### config.mk
export PLATFORM = sky130hd
export DESIGN_NAME = acorn128_step_sequencer
export DESIGN_NICKNAME = d
export VERILOG_FILES = /design/src/rtl/acorn128_pkg.sv /design/src/rtl/acorn128_step_decode.sv /design/src/rtl/acorn128_step_sequencer.sv
export SDC_FILE = /design/constraint.sdc
export NUM_CORES = 1
export LEC_CHECK = 0
export CORE_MARGIN = 10
export CORE_UTILIZATION = 30
export CTS_BUF_LIST = sky130_fd_sc_hd__clkbuf_8 sky130_fd_sc_hd__clkbuf_16
export CTS_CLUSTER_DIAMETER = 120
export DETAILED_ROUTE_END_ITERATION = 10
export PLACE_DENSITY = 0.57
export SYNTH_ARGS = -nofsm -noshare
export SYNTH_HDL_FRONTEND = slang
export SYNTH_HIERARCHICAL = 1
export SYNTH_SLANG_ARGS = --single-unit
### constraint.sdc
create_clock -name clk -period 10.1 [get_ports clk]
set_input_delay 2.525 -clock clk [delete_from_list [all_inputs] [get_ports clk]]
set_output_delay 2.525 -clock clk [all_outputs]
set_load 0.01 [all_outputs]
### src/rtl/acorn128_pkg.sv
// Shared encodings and default step counts for the ACORN-128 step sequencer.
package acorn128_pkg;

  typedef enum logic [2:0] {
    PH_IDLE   = 3'd0,
    PH_INIT   = 3'd1,
    PH_AD     = 3'd2,
    PH_ADPAD  = 3'd3,
    PH_MSG    = 3'd4,
    PH_MSGPAD = 3'd5,
    PH_FINAL  = 3'd6,
    PH_DONE   = 3'd7
  } phase_e;

  // m-bit source select seen by the datapath
  localparam logic [2:0] MSEL_ZERO    = 3'd0;
  localparam logic [2:0] MSEL_ONE     = 3'd1;
  localparam logic [2:0] MSEL_KEY     = 3'd2;
  localparam logic [2:0] MSEL_KEY_INV = 3'd3;
  localparam logic [2:0] MSEL_IV      = 3'd4;
  localparam logic [2:0] MSEL_DATA    = 3'd5;

  localparam int INIT_STEPS_DEF  = 1792;
  localparam int PAD_STEPS_DEF   = 256;
  localparam int FINAL_STEPS_DEF = 768;

  // key and IV are each 128 bits; the tag is the last 128 keystream bits
  localparam int KEY_BITS = 128;
  localparam int TAG_BITS = 128;

endpackage

### src/rtl/acorn128_step_decode.sv
// Combinational decode of phase + step counter into datapath control bits.
module acorn128_step_decode
  import acorn128_pkg::*;
#(
  parameter int CNT_W       = 64,
  parameter int FINAL_STEPS = FINAL_STEPS_DEF
) (
  input  logic [2:0]       phase_in,
  input  logic [CNT_W-1:0] cnt_in,
  output logic [2:0]       msel_out,
  output logic [6:0]       key_idx_out,
  output logic [6:0]       iv_idx_out,
  output logic             ca_out,
  output logic             cb_out,
  output logic             tag_en_out,
  output logic [6:0]       tag_idx_out
);

  localparam logic [CNT_W-1:0] KEY_END  = CNT_W'(KEY_BITS);
  localparam logic [CNT_W-1:0] IV_END   = CNT_W'(2 * KEY_BITS);
  localparam logic [CNT_W-1:0] TAG_BASE = CNT_W'(FINAL_STEPS - TAG_BITS);

  logic cnt_zero;
  logic cnt_low;

  assign cnt_zero = (cnt_in == '0);
  assign cnt_low  = (cnt_in < KEY_END);

  // per-phase control decode; everything defaults to 0 outside its phase
  always_comb begin
    msel_out    = MSEL_ZERO;
    key_idx_out = '0;
    iv_idx_out  = '0;
    ca_out      = 1'b0;
    cb_out      = 1'b0;
    tag_en_out  = 1'b0;
    tag_idx_out = '0;
    case (phase_in)
      PH_INIT: begin
        ca_out = 1'b1;
        cb_out = 1'b1;
        if (cnt_low) begin
          msel_out    = MSEL_KEY;
          key_idx_out = cnt_in[6:0];
        end else if (cnt_in < IV_END) begin
          msel_out   = MSEL_IV;
          iv_idx_out = cnt_in[6:0];
        end else if (cnt_in == IV_END) begin
          // key bit 0 inverted marks the end of key/IV loading
          msel_out = MSEL_KEY_INV;
        end else begin
          msel_out    = MSEL_KEY;
          key_idx_out = cnt_in[6:0];
        end
      end
      PH_AD: begin
        msel_out = MSEL_DATA;
        ca_out   = 1'b1;
        cb_out   = 1'b1;
      end
      PH_ADPAD: begin
        cb_out   = 1'b1;
        ca_out   = cnt_low;
        msel_out = cnt_zero ? MSEL_ONE : MSEL_ZERO;
      end
      PH_MSG: begin
        msel_out = MSEL_DATA;
        ca_out   = 1'b1;
      end
      PH_MSGPAD: begin
        ca_out   = cnt_low;
        msel_out = cnt_zero ? MSEL_ONE : MSEL_ZERO;
      end
      PH_FINAL: begin
        ca_out = 1'b1;
        cb_out = 1'b1;
        if (cnt_in >= TAG_BASE) begin
          tag_en_out  = 1'b1;
          // offset from TAG_BASE is < 128, so the low 7 bits suffice
          tag_idx_out = cnt_in[6:0] - TAG_BASE[6:0];
        end
      end
      default: ;
    endcase
  end

endmodule

### src/rtl/acorn128_step_sequencer.sv
// Phase FSM and step counter driving the bit-serial ACORN-128 datapath.
module acorn128_step_sequencer
  import acorn128_pkg::*;
#(
  parameter int INIT_STEPS  = INIT_STEPS_DEF,
  parameter int PAD_STEPS   = PAD_STEPS_DEF,
  parameter int FINAL_STEPS = FINAL_STEPS_DEF,
  parameter int LEN_W       = 64
) (
  input  logic             clk,
  input  logic             rst,
  input  logic             start_in,
  input  logic             encrypt_in,
  input  logic [LEN_W-1:0] ad_len_in,
  input  logic [LEN_W-1:0] msg_len_in,
  input  logic             data_valid_in,
  output logic             data_req_out,
  output logic             step_en_out,
  output logic [2:0]       phase_out,
  output logic [2:0]       msel_out,
  output logic [6:0]       key_idx_out,
  output logic [6:0]       iv_idx_out,
  output logic             ca_out,
  output logic             cb_out,
  output logic             decrypt_out,
  output logic             cipher_en_out,
  output logic             tag_en_out,
  output logic [6:0]       tag_idx_out,
  output logic             busy_out,
  output logic             done_out
);

  localparam logic [LEN_W-1:0] INIT_LAST  = LEN_W'(INIT_STEPS - 1);
  localparam logic [LEN_W-1:0] PAD_LAST   = LEN_W'(PAD_STEPS - 1);
  localparam logic [LEN_W-1:0] FINAL_LAST = LEN_W'(FINAL_STEPS - 1);
  localparam logic [LEN_W-1:0] ONE        = LEN_W'(1);

  phase_e           phase_q, phase_d;
  logic [LEN_W-1:0] cnt_q, cnt_d;
  logic [LEN_W-1:0] ad_len_q, ad_len_d;
  logic [LEN_W-1:0] msg_len_q, msg_len_d;
  logic             decrypt_q, decrypt_d;

  // state register: phase, step counter and operands latched at start
  always_ff @(posedge clk) begin
    if (rst) begin
      phase_q   <= PH_IDLE;
      cnt_q     <= '0;
      ad_len_q  <= '0;
      msg_len_q <= '0;
      decrypt_q <= 1'b0;
    end else begin
      phase_q   <= phase_d;
      cnt_q     <= cnt_d;
      ad_len_q  <= ad_len_d;
      msg_len_q <= msg_len_d;
      decrypt_q <= decrypt_d;
    end
  end

  // next-state, counter and handshake/strobe outputs; cnt clears on every phase entry
  always_comb begin
    phase_d       = phase_q;
    cnt_d         = cnt_q;
    ad_len_d      = ad_len_q;
    msg_len_d     = msg_len_q;
    decrypt_d     = decrypt_q;
    step_en_out   = 1'b0;
    data_req_out  = 1'b0;
    cipher_en_out = 1'b0;
    done_out      = 1'b0;
    case (phase_q)
      PH_IDLE: begin
        if (start_in) begin
          phase_d   = PH_INIT;
          cnt_d     = '0;
          ad_len_d  = ad_len_in;
          msg_len_d = msg_len_in;
          decrypt_d = ~encrypt_in;
        end
      end
      PH_INIT: begin
        step_en_out = 1'b1;
        if (cnt_q == INIT_LAST) begin
          cnt_d = '0;
          if (ad_len_q == '0) phase_d = PH_ADPAD;
          else                phase_d = PH_AD;
        end else begin
          cnt_d = cnt_q + ONE;
        end
      end
      PH_AD: begin
        data_req_out = 1'b1;
        step_en_out  = data_valid_in;
        if (data_valid_in) begin
          if (cnt_q == ad_len_q - ONE) begin
            phase_d = PH_ADPAD;
            cnt_d   = '0;
          end else begin
            cnt_d = cnt_q + ONE;
          end
        end
      end
      PH_ADPAD: begin
        step_en_out = 1'b1;
        if (cnt_q == PAD_LAST) begin
          cnt_d = '0;
          if (msg_len_q == '0) phase_d = PH_MSGPAD;
          else                 phase_d = PH_MSG;
        end else begin
          cnt_d = cnt_q + ONE;
        end
      end
      PH_MSG: begin
        data_req_out  = 1'b1;
        step_en_out   = data_valid_in;
        cipher_en_out = data_valid_in;
        if (data_valid_in) begin
          if (cnt_q == msg_len_q - ONE) begin
            phase_d = PH_MSGPAD;
            cnt_d   = '0;
          end else begin
            cnt_d = cnt_q + ONE;
          end
        end
      end
      PH_MSGPAD: begin
        step_en_out = 1'b1;
        if (cnt_q == PAD_LAST) begin
          phase_d = PH_FINAL;
          cnt_d   = '0;
        end else begin
          cnt_d = cnt_q + ONE;
        end
      end
      PH_FINAL: begin
        step_en_out = 1'b1;
        if (cnt_q == FINAL_LAST) begin
          phase_d = PH_DONE;
          cnt_d   = '0;
        end else begin
          cnt_d = cnt_q + ONE;
        end
      end
      PH_DONE: begin
        done_out = 1'b1;
        phase_d  = PH_IDLE;
        cnt_d    = '0;
      end
      default: begin
        phase_d = PH_IDLE;
        cnt_d   = '0;
      end
    endcase
  end

  assign phase_out   = phase_q;
  assign busy_out    = (phase_q != PH_IDLE);
  assign decrypt_out = decrypt_q;

  acorn128_step_decode #(
    .CNT_W       (LEN_W),
    .FINAL_STEPS (FINAL_STEPS)
  ) u_decode (
    .phase_in    (phase_q),
    .cnt_in      (cnt_q),
    .msel_out    (msel_out),
    .key_idx_out (key_idx_out),
    .iv_idx_out  (iv_idx_out),
    .ca_out      (ca_out),
    .cb_out      (cb_out),
    .tag_en_out  (tag_en_out),
    .tag_idx_out (tag_idx_out)
  );

endmodule

==> results of run 1 <==
==> worst paths after layout <==
kind / from / end / depth (start not counted)
worst max register to register: msg_len_q[10]$_SDFFE_PP0P_ / cnt_q[17]$_SDFFE_PP0P_ / 12
worst min-delay path: ad_len_q[55]$_SDFFE_PP0P_ / ad_len_q[55]$_SDFFE_PP0P_ / 2
worst max-delay path: data_valid_in / step_en_out / 5
worst min register to register: ad_len_q[55]$_SDFFE_PP0P_ / ad_len_q[55]$_SDFFE_PP0P_ / 2
==> power groups by stage <==
stage               clock, W  combinational (W)  sequential (W)
detailed placement         0            0.00159         0.00112
finish              0.000683            0.00160         0.00110
global placement           0            0.00158         0.00111
global route        0.000725            0.00178         0.00112
CTS                 0.000697            0.00160         0.00110
floorplan                  0            0.00117         0.00101
==> cell families after synthesis <==
kind of cell	synth area share, %
XOR/XNOR	13.3
adder cells (fa/ha/maj)	0.356
multiplexers	1.36
flip-flops	29.4
AO/OA/AOI/OAI	14.5
buffers and inverters	4.80
AND/OR/NAND/NOR	36.4
==> worst max-delay path: stages <==
cell and delay, ns:
clkdlybuf4s50_1 0.51, maj3_1 0.18, nor2_1 0.05, nor2_1 0.28, clkdlybuf4s50_1 0.61
==> cell usage after synthesis (all sizes together), types with 27 or more instances <==
| cell | count |
|---|---|
| a21oi | 171 |
| nor4 | 84 |
| nor2 | 97 |
| nand4 | 53 |
| nand3 | 84 |
| dfxtp | 196 |
| o21ai | 59 |
| nand2 | 397 |
| and2 | 32 |
| nor3 | 69 |
| xor2 | 71 |
| clkbuf | 129 |
| xnor2 | 131 |
| or3 | 27 |
==> metrics by stage <==
stage	hold slack (ns)	power (W)	utilization, %	cells	instance area, um2
6_report	0.487	0.00338	35.9	2539	15900
5_1_grt	0.519	0.00362	35.9	2538	15900
4_1_cts	0.486	0.00339	35.9	2538	15900
3_5_place_dp	0.475	0.00271	34.7	2506	15300
3_3_place_gp	0.476	0.00269	34.7	2506	15300
2_1_floorplan	0.456	0.00219	-	1879	13300
==> layer usage <==
layer | wire length (um) | global-route usage, % | up-vias
li1 | - | - | 6715
met1 | 21400 | 22.0 | 6549
met2 | 24100 | 31.1 | 361
met3 | 2750 | 3.46 | 49
met4 | 787 | 5.12 | 0
met5 | 0 | 0 | -
==> registers in the layout, indices dropped and copies added, names as in the netlist <==
name / count
ad_len_q: 64
decrypt_out: 1
phase_out: 3
msg_len_q: 64
cnt_q: 64
==> layout by cell type, fill, tap and decap left out, types with 53 or more instances in the layout <==
| master | count |
|---|---|
| nor3_1 | 66 |
| xor2_1 | 71 |
| nand4_1 | 53 |
| nor4_1 | 78 |
| a21oi_1 | 170 |
| nor2_1 | 96 |
| nand2_1 | 396 |
| dfxtp_1 | 196 |
| clkdlybuf4s50_1 | 167 |
| nand3_1 | 84 |
| xnor2_1 | 131 |
| o21ai_0 | 56 |
==> final cells by class <==
class | count | area, um2
diodes | 1 | 2.50
clock buffers | 17 | 425
clock inverters | 15 | 141
fillers | 4790 | 28300
inverters | 23 | 86.3
multi-input cells | 1520 | 8810
flip-flops and latches | 196 | 3920
well taps | 592 | 741
repair buffers | 175 | 1730
==> results.json, run 1 <==
{
  "cts_sinks": 196,
  "yosysSeqAreaShare_pct": 29.4,
  "slew_viol_final": 0,
  "ys_seq_elements": 196,
  "hold_buffers": 0,
  "grt_pass1_wl_um": 76200,
  "cts_buffer_depth": 2,
  "dominantRegCellSynth": "dfxtp_1",
  "final_antenna_net_count": 0,
  "p_int_w": 0.00183,
  "power_frac_clock_pct": 20.2,
  "critPathKind": "in2out",
  "fp-row-count": 77,
  "area_delta_synth_final_pct": 18.8,
  "finalHoldViolCount": 0,
  "finalWorstSetupSlack_ns": 3.42,
  "h-tree-depth": 4,
  "yosys.area.top_type_share_pct": 29.4,
  "synth_nets": 2015,
  "seqPwrFrac_pct": 32.5,
  "routed_via_density": 5.39,
  "status": "finished clean",
  "fmaxAchievable_mhz": 150,
  "start_kind": "primary input",
  "synth_area_mm2": 0.0133,
  "cts.repair.resized": 0,
  "p_sw_w": 0.00154,
  "tns_ns": 0,
  "synth.avg_cell_area_um2": 7.10,
  "relSlewSlack_pct": 9.60,
  "wire_per_inst_um": 19.3,
  "grt_overflow": 0,
  "netlist_instances": 1879,
  "rsz0062_at_grt": "no",
  "insertion_delay_ns": 0.47,
  "fin_crit_ns": 6.68,
  "drt-initial-drc-count": 999,
  "yosys_warnings": 6,
  "die_y_um": 231,
  "synth.distinct_cells": 78,
  "gp_congestion": 0.915,
  "synth_enable_flop_cells": 0,
  "r2r_slack_ns": 4.92,
  "finalSetupViolations": 0,
  "drt-total-wl_um": 49100,
  "skew_ns": 0.0181,
  "vias": 13674,
  "maxCapViolCount": 0,
  "crit_required_ns": 7.58,
  "hpwl_um": 38000,
  "start_util_pct": 30.2,
  "synth.largest_area_cell": "dfxtp_1",
  "ctsRootBufferMaster": "clkbuf_16",
  "nNetsFinal": 2069,
  "drtPass1Iterations": 5,
  "io_pins": 169,
  "die-area_mm2": 0.0533,
  "post-cts-setup-buffer-count": 0,
  "ys_async_sr_fraction_pct": 0,
  "grt_pass1_vias": 13273,
  "p_sw_share_pct": 45.7,
  "drc": 0,
  "p_per_area_mw_per_mm2": 213,
  "pre_cts_ws_ns": 3.44,
  "worst_slew_pin_slew_ns": 1.35,
  "ir_worst_vdd_mv": 0.147,
  "post-route-period-util_pct": 66.1,
  "worst_hold_path_type": "reg2reg",
  "crit_arrival_ns": 4.15,
  "drive_gt1_share_pct": 4.01,
  "crit_path_end_kind": "output pin",
  "comb_power_share_pct": 47.3,
  "cts_tree": "built",
  "synthTopCellsByArea": "dfxtp_1, nand2_1, xnor2_1",
  "grt_usage_pct": 17.9,
  "core_area_mm2": 0.0441,
  "grt_max_degree": 78,
  "dieWidth_um": 231,
  "power_leakage_nw": 5.54,
  "cts_inserted_buffers": 17,
  "cts.clk_slew.worst_paths_ns": 0.07,
  "worstPathMaxFanout": 4,
  "io_buffer_count": 168,
  "antenna_found_initial": 3
}
No activity file was read; power rests on OpenSTA's default activity.
==> run 2, diff against run 1 <==
- PLACE_DENSITY: 0.57 -> 0.59
- clock period: 10.1 -> 5.4 ns (I/O delays scaled with it)
==> run 2 against run 1 <==
Via count rose by 1.2%. Non-clock buffer count increased by 14. Worst setup slack worse by 2.9 ns. Sequential cell count unchanged. Critical path depth grew 1. Worst hold slack gained 0.00089 ns. Total power up 89%. Cell count increased by 0.47%. Sequential power grew 85%. Critical endpoint is now tag_idx_out[4]. Largest cell class unchanged. Highest routed layer unchanged.
==> results.json, run 2 (synthesis gave the netlist of run 1 again) <==
{
  "status": "finished clean",
  "grt_pass1_wl_um": 77000,
  "cts_tree": "built",
  "p_sw_share_pct": 44.1,
  "cts_sinks": 196,
  "routed_via_density": 5.42,
  "io_buffer_count": 168,
  "insertion_delay_ns": 0.46,
  "comb_power_share_pct": 47.9,
  "worstPathMaxFanout": 10,
  "layout_common_cells": "nand2_1, dfxtp_1, a21oi_1, clkdlybuf4s50_1, xnor2_1",
  "route.met2.wl_um": 24100,
  "pre_cts_ws_ns": 0.726,
  "wire_per_inst_um": 19.3,
  "antenna_found_initial": 0,
  "antennaDiodeCount": 0,
  "worst_slew_pin_slew_ns": 0.898,
  "cts.clk_slew.worst_paths_ns": 0.07,
  "grt_pass1_vias": 13372,
  "cts_buffer_depth": 2,
  "post-cts-setup-buffer-count": 0,
  "finalWorstSetupSlack_ns": 0.475,
  "seqPwrFrac_pct": 32.1,
  "r2r_slack_ns": 0.63,
  "finalHoldViolCount": 0,
  "r2r_end": "cnt_q[10]$_SDFFE_PP0P_",
  "post-route-period-util_pct": 91.2,
  "dieWidth_um": 231,
  "fmaxAchievable_mhz": 203,
  "fp-row-count": 77,
  "cts_inserted_buffers": 17,
  "worst_hold_path_type": "reg2reg",
  "reg2reg_from": "ad_len_q[0]$_SDFFE_PP0P_",
  "fin_crit_ns": 4.93,
  "nNetsFinal": 2083,
  "tns_ns": 0,
  "maxCapViolCount": 0,
  "top_regs": "ad_len_q x64, cnt_q x64, msg_len_q x64",
  "power_frac_clock_pct": 20.0,
  "drtPass1Iterations": 5,
  "p_int_w": 0.00356,
  "power_leakage_nw": 5.62,
  "finalSetupViolations": 0,
  "met1Wirelength_um": 21100,
  "drc": 0,
  "finalPower_w": 0.00637,
  "hold_buffers": 0,
  "drive_gt1_share_pct": 4.54,
  "relSlewSlack_pct": 40.1,
  "grt_max_degree": 81,
  "slew_viol_final": 0,
  "start_util_pct": 30.2,
  "core_area_mm2": 0.0441,
  "grt_usage_pct": 18.0,
  "skew_ns": 0.0148,
  "crit_arrival_ns": 3.58,
  "hold_ws_ns": 0.488,
  "met3_length_um": 2960,
  "hpwl_um": 38400,
  "ctsRootBufferMaster": "clkbuf_16",
  "cts.repair.resized": 0,
  "top_layer": "met4",
  "start_kind": "register",
  "crit_required_ns": 4.05,
  "gp_congestion": 0.964,
  "crit_chain": "nor4_1 -> nand4_1 -> nor4_2 -> a211oi_1 -> and2_1 -> clkdlybuf4s50_1",
  "p_sw_w": 0.00281,
  "final_antenna_net_count": 0,
  "area_delta_synth_final_pct": 19.7,
  "die-area_mm2": 0.0533,
  "critPathMaxStageDelay_ns": 0.74,
  "drt-initial-drc-count": 1053,
  "crit_path_end_kind": "output pin",
  "startpoint": "cnt_q[37]$_SDFFE_PP0P_",
  "grt_overflow": 0,
  "critPathKind": "reg2out",
  "rsz0062_at_grt": "no",
  "ir_worst_vdd_mv": 0.217,
  "endpoint": "tag_idx_out[4]",
  "h-tree-depth": 4,
  "final_common_cell": "nand2_1",
  "io_pins": 169,
  "drt-total-wl_um": 49300,
  "finish.utilization_pct": 36.2,
  "vias": 13838,
  "p_per_area_mw_per_mm2": 399,
  "rr_worst_depth": 14,
  "slowest_stage": "nor4_2",
  "die_y_um": 231
}
## run 2: cell count changes in the layout (fill, tap and decap cells not counted), moves of 2 or more
cell | before | now
clkinv_8 | 2 | 0
inv_6 | 8 | 3
inv_1 | 23 | 25
bufinv_16 | 0 | 2
buf_4 | 8 | 21
## run 2: stage by stage
stage / area (um2) / instances
2_1_floorplan: 13300 / 1879
3_3_place_gp: 15400 / 2520
3_5_place_dp: 15400 / 2520
4_1_cts: 16000 / 2551
5_1_grt: 16000 / 2551
6_report: 16000 / 2551
## run 2: power groups by stage
stage	clock, W	combinational [W]	sequential (W)
6_report	0.00127	0.00305	0.00204
3_5_place_dp	0	0.00302	0.00208
2_1_floorplan	0	0.00219	0.00190
3_3_place_gp	0	0.00300	0.00207
4_1_cts	0.00131	0.00303	0.00204
5_1_grt	0.00136	0.00338	0.00209
## run 2: metal layers
layer	up-vias	GRT usage (%)
li1	6743	-
met4	0	6.54
met1	6614	22.1
met2	417	31.1
met3	64	3.16
met5	-	0
## run 2: critical path, delay by kind of cell (launching register included)
family	cells	cell delay [ns]
AOI/OAI and AO/OA	1	0.37
buffers and inverters	1	0.48
and+or+nand+nor	4	1.75
DFF	1	0.50
## run 2: how the worst min path moves through the flow
stage                                from                    endpoint  slack (ns)  cells past startpoint
2_1_floorplan   ad_len_q[63]$_SDFFE_PP0P_   ad_len_q[63]$_SDFFE_PP0P_        0.46                      2
3_3_place_gp    ad_len_q[31]$_SDFFE_PP0P_   ad_len_q[31]$_SDFFE_PP0P_        0.48                      2
3_5_place_dp   msg_len_q[43]$_SDFFE_PP0P_  msg_len_q[43]$_SDFFE_PP0P_        0.48                      2
4_1_cts        msg_len_q[43]$_SDFFE_PP0P_  msg_len_q[43]$_SDFFE_PP0P_        0.49                      2
5_1_grt        msg_len_q[43]$_SDFFE_PP0P_  msg_len_q[43]$_SDFFE_PP0P_        0.53                      2
6_report       msg_len_q[43]$_SDFFE_PP0P_  msg_len_q[43]$_SDFFE_PP0P_        0.49                      2
## run 2: final cells by class
cell class | instances | area [um2]
clock inverter | 13 | 134
inverter | 23 | 86.3
sequential | 196 | 3920
fill | 4791 | 28100
timing repair buffer | 189 | 1850
clock buffer | 18 | 439
multi-input combinational | 1520 | 8810
tap | 592 | 741
==> run 3, diff against run 2 <==
- CTS_CLUSTER_SIZE: not set -> 16
==> results of run 3 <==
The final DEF is identical to that of run 2; final timing and power are the same.
==> variant (settings of run 2) <==
Put a register stage on the output `msel_out`, without a reset. The value now appears one clock later. The other outputs are not delayed to match.
--- a/src/rtl/acorn128_step_sequencer.sv
+++ b/src/rtl/acorn128_step_sequencer.sv
@@ -36,2 +36,4 @@
   localparam logic [LEN_W-1:0] ONE        = LEN_W'(1);
+
+  logic [2:0] msel_d;
 
@@ -166,3 +168,3 @@
     .cnt_in      (cnt_q),
-    .msel_out    (msel_out),
+    .msel_out    (msel_d),
     .key_idx_out (key_idx_out),
@@ -175,2 +177,6 @@
 
+  always_ff @(posedge clk) begin
+    msel_out <= msel_d;
+  end
+
 endmodule
Formal check against the unedited RTL: not equivalent (Yosys sat finds a counterexample within 4 cycles, from zero or initial values and one cycle with rst high).
==> variant against run 2 <==
  * Setup slack improved by 0.0015 ns
  * Non-clock buffer count is 63 higher
  * Power is 25% lower
  * Sequential cell count rose by 3
  * Synthesized area up 15%
  * Critical path depth stayed put
  * First-iteration DRC count up 50%
  * Routed wire length up 26%
  * Design area grew 15%
  * Largest power group is now sequential cells
==> variant: results <==
metrics = {
    "synthesis": {
        "synthMuxAreaShare_pct": 0.667,
        "synth_nets": 2306,
        "yosys.area_share.adder_pct": 0.309,
        "synthCells": 2170,
        "synth_seq_area_share_pct": 25.9,
        "synth_common_cells": "nand2_1 (377), dfxtp_1 (199), a21oi_1 (179), clkbuf_1 (177), nor2_1 (152)",
        "synth_xor_area_share_pct": 9.91,
    },
    "detailed_routing": {
        "wl_met1_mm": 26.1,
        "route.met2.wl_mm": 29.7,
        "dr.pass1.iters": 8,
        "top_layer": "met5",
    },
    "grt": {
        "grt_pass1_wl_mm": 96.0,
        "grt_pass1_vias": 16500,
        "grt_util_all_layers_pct": 19.9,
        "antenna_found_initial": 1,
        "grt_util_met2_pct": 33.3,
    },
    "sta": {
        "period_needed_ns": 4.92,
        "fin_skew_ns": 0.0183,
        "maxSlewHeadroom_pct": 32.8,
        "hold_ws_ns": 0.490,
    },
    "worst_setup_path": {
        "r2r_slack_ns": 0.50,
        "arrival_ns": 3.57,
    },
    "clock_tree": {
        "clock_latency_ns": 0.48,
    },
    "power": {
        "switching_share_pct": 39.0,
        "power_density_nw_per_um2": 262,
        "pwr-share-clk_pct": 27.3,
        "ir_drop_mv": 0.241,
    },
    "final_layout": {
        "drive_above_1_share_pct": 8.54,
    },
    "place": {
        "dp.final_hpwl_mm": 46.6,
        "pre_cts_slack_ns": 0.576,
        "placed_cell_area_um2": 17700,
    },
    "run_status": {
        "status": "completed",
    },
}
## variant: cell count changes after synthesis, sizes merged, moves of 19 or more
| cell | change |
|---|---|
| o21ai | -19 |
| nor2 | +55 |
| a31oi | +20 |
| clkbuf | +49 |
| a311oi | +19 |
| nor3 | +43 |
| a221oi | +41 |
| nor4 | +34 |
| xnor2 | -26 |
## variant: final cells by class
type                       count  area, um2
clock buffer                  18        439
clock inverter                14        138
fill                        5207      32000
inverter                      27        101
multi-input combinational   1737      10500
sequential                   199       3980
tap                          672        841
timing repair buffer         252       2360
## variant: worst paths after layout
| path | endpoint | depth (start not counted) | start |
|---|---|---|---|
| worst max-delay path | key_idx_out[3] | 6 | cnt_q[12] |
| worst min-delay path | msg_len_q[7] | 2 | msg_len_q[7] |
| worst max register to register | cnt_q[40] | 13 | ad_len_q[0] |
| worst min register to register | msg_len_q[7] | 2 | msg_len_q[7] |
